`src/rtl/line_burst_pkg.sv`:
```
// Shared types and sizes for the L2 line to memory burst adaptor.
// Beat 0 always occupies the least significant bits of a line.
package line_burst_pkg;

  localparam int LINE_W  = 256;
  localparam int BURST_W = 64;
  localparam int BEATS   = LINE_W / BURST_W;

  typedef enum logic [1:0] {
    IDLE,
    RD_BURST,
    WR_BURST,
    DONE
  } lba_state_t;

  typedef logic [1:0] beat_idx_t;

endpackage

```
`src/rtl/line_beat_buffer.sv`:
```
// Line register with beat-indexed access and a whole-line load.
// Serves write disassembly and read assembly alike.
module line_beat_buffer
  import line_burst_pkg::*;
#(
  parameter int LINE_W  = line_burst_pkg::LINE_W,
  parameter int BURST_W = line_burst_pkg::BURST_W
) (
  input  logic               clk,
  input  logic               rst_n,
  input  logic               load,
  input  logic [LINE_W-1:0]  line_in,
  input  logic               wr,
  input  beat_idx_t          idx,
  input  logic [BURST_W-1:0] beat_in,
  output logic [BURST_W-1:0] beat_out,
  output logic [LINE_W-1:0]  line
);

  logic [LINE_W-1:0] data;

  always_ff @(posedge clk) begin
    if (!rst_n) begin
      data <= '0;
    end else if (load) begin
      data <= line_in;
    end else if (wr) begin
      data[int'(idx)*BURST_W +: BURST_W] <= beat_in;
    end
  end

  assign beat_out = data[int'(idx)*BURST_W +: BURST_W];
  assign line     = data;

endmodule

```
`src/rtl/line_burst_adaptor.sv`:
```
// Turns one L2 line read/write into a 4-beat memory burst.
// line_o is a separate register so later writes cannot disturb it.
module line_burst_adaptor
  import line_burst_pkg::*;
#(
  parameter int LINE_W  = line_burst_pkg::LINE_W,
  parameter int BURST_W = line_burst_pkg::BURST_W
) (
  input  logic               clk,
  input  logic               rst_n,
  input  logic [LINE_W-1:0]  line_i,
  output logic [LINE_W-1:0]  line_o,
  input  logic [31:0]        address_i,
  input  logic               read_i,
  input  logic               write_i,
  output logic               resp_o,
  input  logic [BURST_W-1:0] burst_i,
  output logic [BURST_W-1:0] burst_o,
  output logic [31:0]        address_o,
  output logic               read_o,
  output logic               write_o,
  input  logic               resp_i
);

  lba_state_t        state;
  beat_idx_t         cnt;
  logic [31:0]       addr;
  logic [LINE_W-1:0] line_q;
  logic [LINE_W-1:0] buf_line;
  logic              last;
  logic              buf_load;
  logic              buf_wr;

  assign last     = resp_i && (cnt == beat_idx_t'(BEATS - 1));
  assign buf_load = (state == IDLE) && write_i;
  assign buf_wr   = (state == RD_BURST) && resp_i;

  line_beat_buffer #(
    .LINE_W  (LINE_W),
    .BURST_W (BURST_W)
  ) u_buf (
    .clk      (clk),
    .rst_n    (rst_n),
    .load     (buf_load),
    .line_in  (line_i),
    .wr       (buf_wr),
    .idx      (cnt),
    .beat_in  (burst_i),
    .beat_out (burst_o),
    .line     (buf_line)
  );

  always_ff @(posedge clk) begin
    if (!rst_n) begin
      state  <= IDLE;
      cnt    <= '0;
      addr   <= '0;
      line_q <= '0;
    end else begin
      unique case (state)
        IDLE: begin
          cnt <= '0;
          if (write_i) begin
            addr  <= address_i & ~32'h1f;
            state <= WR_BURST;
          end else if (read_i) begin
            addr  <= address_i & ~32'h1f;
            state <= RD_BURST;
          end
        end
        RD_BURST: begin
          if (resp_i) begin
            cnt <= cnt + 2'd1;
          end
          // final beat lands straight in line_o alongside the buffered ones
          if (last) begin
            line_q <= {burst_i, buf_line[LINE_W-BURST_W-1:0]};
            state  <= DONE;
          end
        end
        WR_BURST: begin
          if (resp_i) begin
            cnt <= cnt + 2'd1;
          end
          if (last) begin
            state <= DONE;
          end
        end
        DONE: begin
          state <= IDLE;
        end
      endcase
    end
  end

  assign read_o    = (state == RD_BURST);
  assign write_o   = (state == WR_BURST);
  assign resp_o    = (state == DONE);
  assign address_o = addr;
  assign line_o    = line_q;

endmodule

```
`config.mk`:
```
export PLATFORM = sky130hd
export DESIGN_NAME = line_burst_adaptor
export DESIGN_NICKNAME = d
export VERILOG_FILES = /design/src/rtl/line_burst_pkg.sv /design/src/rtl/line_beat_buffer.sv /design/src/rtl/line_burst_adaptor.sv
export SDC_FILE = /design/constraint.sdc
export NUM_CORES = 1
export LEC_CHECK = 0
export BUFFER_PORTS_ARGS = -buffer_cell sky130_fd_sc_hd__buf_4
export CAP_MARGIN = 20
export CELL_PAD_IN_SITES_DETAIL_PLACEMENT = 1
export CELL_PAD_IN_SITES_GLOBAL_PLACEMENT = 2
export CORE_ASPECT_RATIO = 0.6
export CORE_MARGIN = 2
export CORE_UTILIZATION = 34
export DETAILED_ROUTE_END_ITERATION = 7
export MAX_ROUTING_LAYER = met4
export PLACE_DENSITY_LB_ADDON = 0.3
export SYNTH_ARGS = -nofsm -noshare
export SYNTH_HDL_FRONTEND = slang
export SYNTH_HIERARCHICAL = 1
export SYNTH_SLANG_ARGS = --single-unit
```
`constraint.sdc`:
```
create_clock -name clk -period 7.03 [get_ports clk]
set_clock_uncertainty 0.1 [all_clocks]
set_input_delay 0.3515 -clock clk [delete_from_list [all_inputs] [get_ports clk]]
set_output_delay 0.3515 -clock clk [all_outputs]
set_load 0.005 [all_outputs]
```
==> impl_metrics.py <==
metrics = {
    "floorplanning": {
        "io_pins": 712,
        "rows": 76,
        "initial_core_util_pct": 34.3,
        "die_width_um": 351,
        "die_h_um": 212,
        "dieArea_sq_um": 74400,
        "core_area_sq_um": 71600,
    },
    "logic_synthesis": {
        "synth.distinct_cells": 36,
        "yosysMostFrequentCell": "nand2_1",
        "netlist_top_cells_count": "nand2_1 (572), dfxtp_1 (543), a22oi_1 (257)",
        "syn-instance-count": 2532,
        "synthFlopType": "dfxtp_1",
        "synth_area_leader_cell": "dfxtp_1",
        "synth_seq_cells": 543,
        "synth_edf_count": 0,
        "avgSynthCellArea_sq_um": 9.69,
        "ys_seq_area_share_pct": 44.3,
        "synth.area.top_cells": "dfxtp_1 (44%), nand2_1 (8.7%), a22oi_1 (7.9%)",
        "synth_top_area_share_pct": 44.3,
        "synthArstFlopShare_pct": 0,
        "syn_area_sq_um": 24500,
        "ys.warnings.count": 6,
    },
    "drt": {
        "post_drt_wl_per_cell_um": 25.6,
        "drt_first_pass_iters": 8,
        "drtIter0Drc": 1875,
        "detail_route.vias_per_cell": 5.44,
        "vias": 24300,
        "drc": 0,
        "drtAntennaViolNets": 0,
        "drt_wl_total_mm": 114,
    },
    "timing": {
        "rsz0062_at_grt": "no",
        "setup_tns_ns": 0,
        "tightestPinTransition_ns": 1.24,
        "period_share_pct": 60.5,
        "setup_viol": 0,
        "max_freq_mhz": 235,
        "drv_slew": 0,
        "hold_violations": 0,
        "fin_crit_ns": 4.26,
        "relSlewSlack_pct": 17.6,
    },
    "worst_setup_path": {
        "cp_common_cell": "buf_4",
        "path_buf_inv": 4,
        "worst_ep_required_time_ns": 7.43,
        "cp_top_family": "buffers and inverters",
        "worstSetupPathType": "flip-flop to flip-flop",
        "worstPathArrival_ns": 4.65,
        "cp-start-kind": "flip-flop",
        "crit_fanout": 84,
        "reg2regPathDepth": 9,
        "path_depth": 9,
        "worstSetupEndpointType": "flip-flop",
        "cp_slowest_cell": "buf_4",
        "slowest_delay_ns": 0.92,
        "crit_chain": "inv_1 > ha_1 > and2_4 > buf_4 > and4bb_4 > buf_4 > nand3_2 > a21boi_2 > dlygate4sd3_1",
    },
    "power": {
        "pwr-share-seq_pct": 37.8,
        "pwr_density_cell_nw_per_um2": 273,
        "p_switching_uw": 3290,
        "p_clk_share_pct": 32.5,
        "p_sw_share_pct": 34.1,
        "leakagePower_uw": 0.0133,
        "p_comb_share_pct": 29.7,
        "ir_drop_mv": 0.220,
        "internal_power_uw": 6380,
    },
    "clock_tree": {
        "clk_pin_slew_ns": 0.07,
        "cts.sinks": 543,
        "clock_path_buffers": 3,
        "htreeDepth": 2,
        "cts_inserted_buffers": 57,
        "cts_root_buffer": "clkbuf_16",
        "clk-insertion-delay-late_ns": 0.62,
        "cts_tree": "done",
    },
    "global_routing": {
        "grt_overflow_total": 0,
        "grt_pass1_vias": 25800,
        "grt_max_degree": 246,
        "antenna_found_initial": 8,
        "grt_usage_pct": 30.4,
        "grt_pass1_wl_mm": 167,
    },
    "layout": {
        "fillers": 8021,
        "layout.cells.non_filler": 4458,
        "drive_gt1_share_pct": 31.8,
        "area_growth_syn_to_layout_pct": 44.2,
        "num-nets-final": 3799,
        "register_area_sq_um": 10900,
        "multi_input_area_sq_um": 12200,
    },
    "place": {
        "dpl.hpwl_mm": 70.9,
        "portBuffers": 701,
        "gp_congestion": 0.819,
        "dp_cells": 3989,
    },
    "run_status": {
        "status": "finished clean",
    },
    "hold_path": {
        "hold_depth": 3,
        "hold_path_class": "primary input to flip-flop",
    },
    "run": {
        "drv_cap": 0,
    },
}
[state kept, by name, summed over array words and instances, names as in the netlist]
register    cells
line_o        256
u_buf/line    256
address_o      27
cnt             2
state           2
[what timing repair did]
| action | 4_1_cts | 5_1_grt |
|---|---|---|
| hold buffers | 356 | 0 |
| buffers inserted | 0 | 0 |
| endpoints found under the hold margin | 350 | 0 |
| resized for setup | 0 | 0 |
[metal layers]
metal | global-route usage (%) | share of wire, % | vias to the layer above
met1 | 39.1 | 43 | 12300
met4 | 9.77 | 3.1 | 0
met2 | 47.9 | 47 | 919
met3 | 6.19 | 6.9 | 228
met5 | - | 0 | -
li1 | - | - | 10800
[logic make-up (layout without fill, tap and decap cells)]
group           Yosys count  after routing  synth area share [%]
compound gates          805            805                  27.3
flops                   543            543                  44.3
simple gates            842            842                  15.3
fa+ha+maj                11             11                 0.561
buf+inv                 262           1199                  6.44
other cells               1             15                0.0153
mux                      68             68                  6.04
[power by group through the flow]
stage | clock [uW] | sequential, uW | combinational, uW
finish | 3150 | 3660 | 2870
detailed placement | 0 | 3710 | 2580
global route | 3330 | 3690 | 3030
CTS | 3200 | 3640 | 2810
floorplan | 0 | 3610 | 1520
global placement | 0 | 3690 | 2480
[stage by stage]
stage                     total power (uW)  utilization [%]  hold WS [ns]  setup WS [ns]  cell area, sq um
after global placement                6180             41.7         0.343           3.16             29800
after global routing                 10100             49.4        0.0700           2.56             35400
after floorplan                       5130                -         0.340           4.70             24600
after CTS                             9660             49.3       0.00460           2.79             35300
after detailed placement              6290             41.7         0.350           3.06             29900
final                                 9670             49.4        0.0585           2.77             35400
[worst register-to-register path: stages, from the launching register on]
cell and delay (ns):
dfxtp_1 0.34, inv_1 0.13, ha_1 0.32, and2_4 0.58, buf_4 0.93, and4bb_4 0.33
buf_4 0.42, nand3_2 0.32, a21boi_2 0.08, dlygate4sd3_1 0.58
[area by class of cell]
class / instances / area share, %
multi-input combinational: 1731 / 34.4
sequential: 543 / 30.7
timing repair buffer: 1094 / 26.0
clock buffer: 89 / 4.91
tap: 975 / 3.45
clock inverter: 12 / 0.396
antenna: 10 / 0.0707
inverter: 4 / 0.0424
[layout by cell type (no fill, tap or decap), types with 2 or more instances in the layout]
master,instances
ha_1,10
clkbuf_8,17
clkbuf_16,58
nand4_1,64
a21boi_2,168
diode_2,10
dfxtp_1,541
nand2_1,572
a21boi_1,208
buf_4,731
conb_1,5
nand3_2,28
buf_8,2
and4bb_4,2
clkinvlp_4,2
buf_12,4
nand3_1,164
clkbuf_1,14
mux4_2,64
inv_1,4
dfxtp_4,2
a21oi_4,4
nor2b_4,3
a22oi_1,257
clkinv_2,7
and2_4,2
mux2i_1,3
dlygate4sd3_1,356
bufinv_16,3
a21boi_0,164
[final timing paths]
path | from | end | slack [ns]
worst max-delay path | state[0] | u_buf/line[236] | 2.77
worst min-delay path | line_i[50] | u_buf/line[50] | 0.06
worst max register to register | state[0] | u_buf/line[236] | 2.77
worst min register to register | line_o[184] | line_o[184] | 0.35
Note: power is estimated with default switching activity, not from simulation.
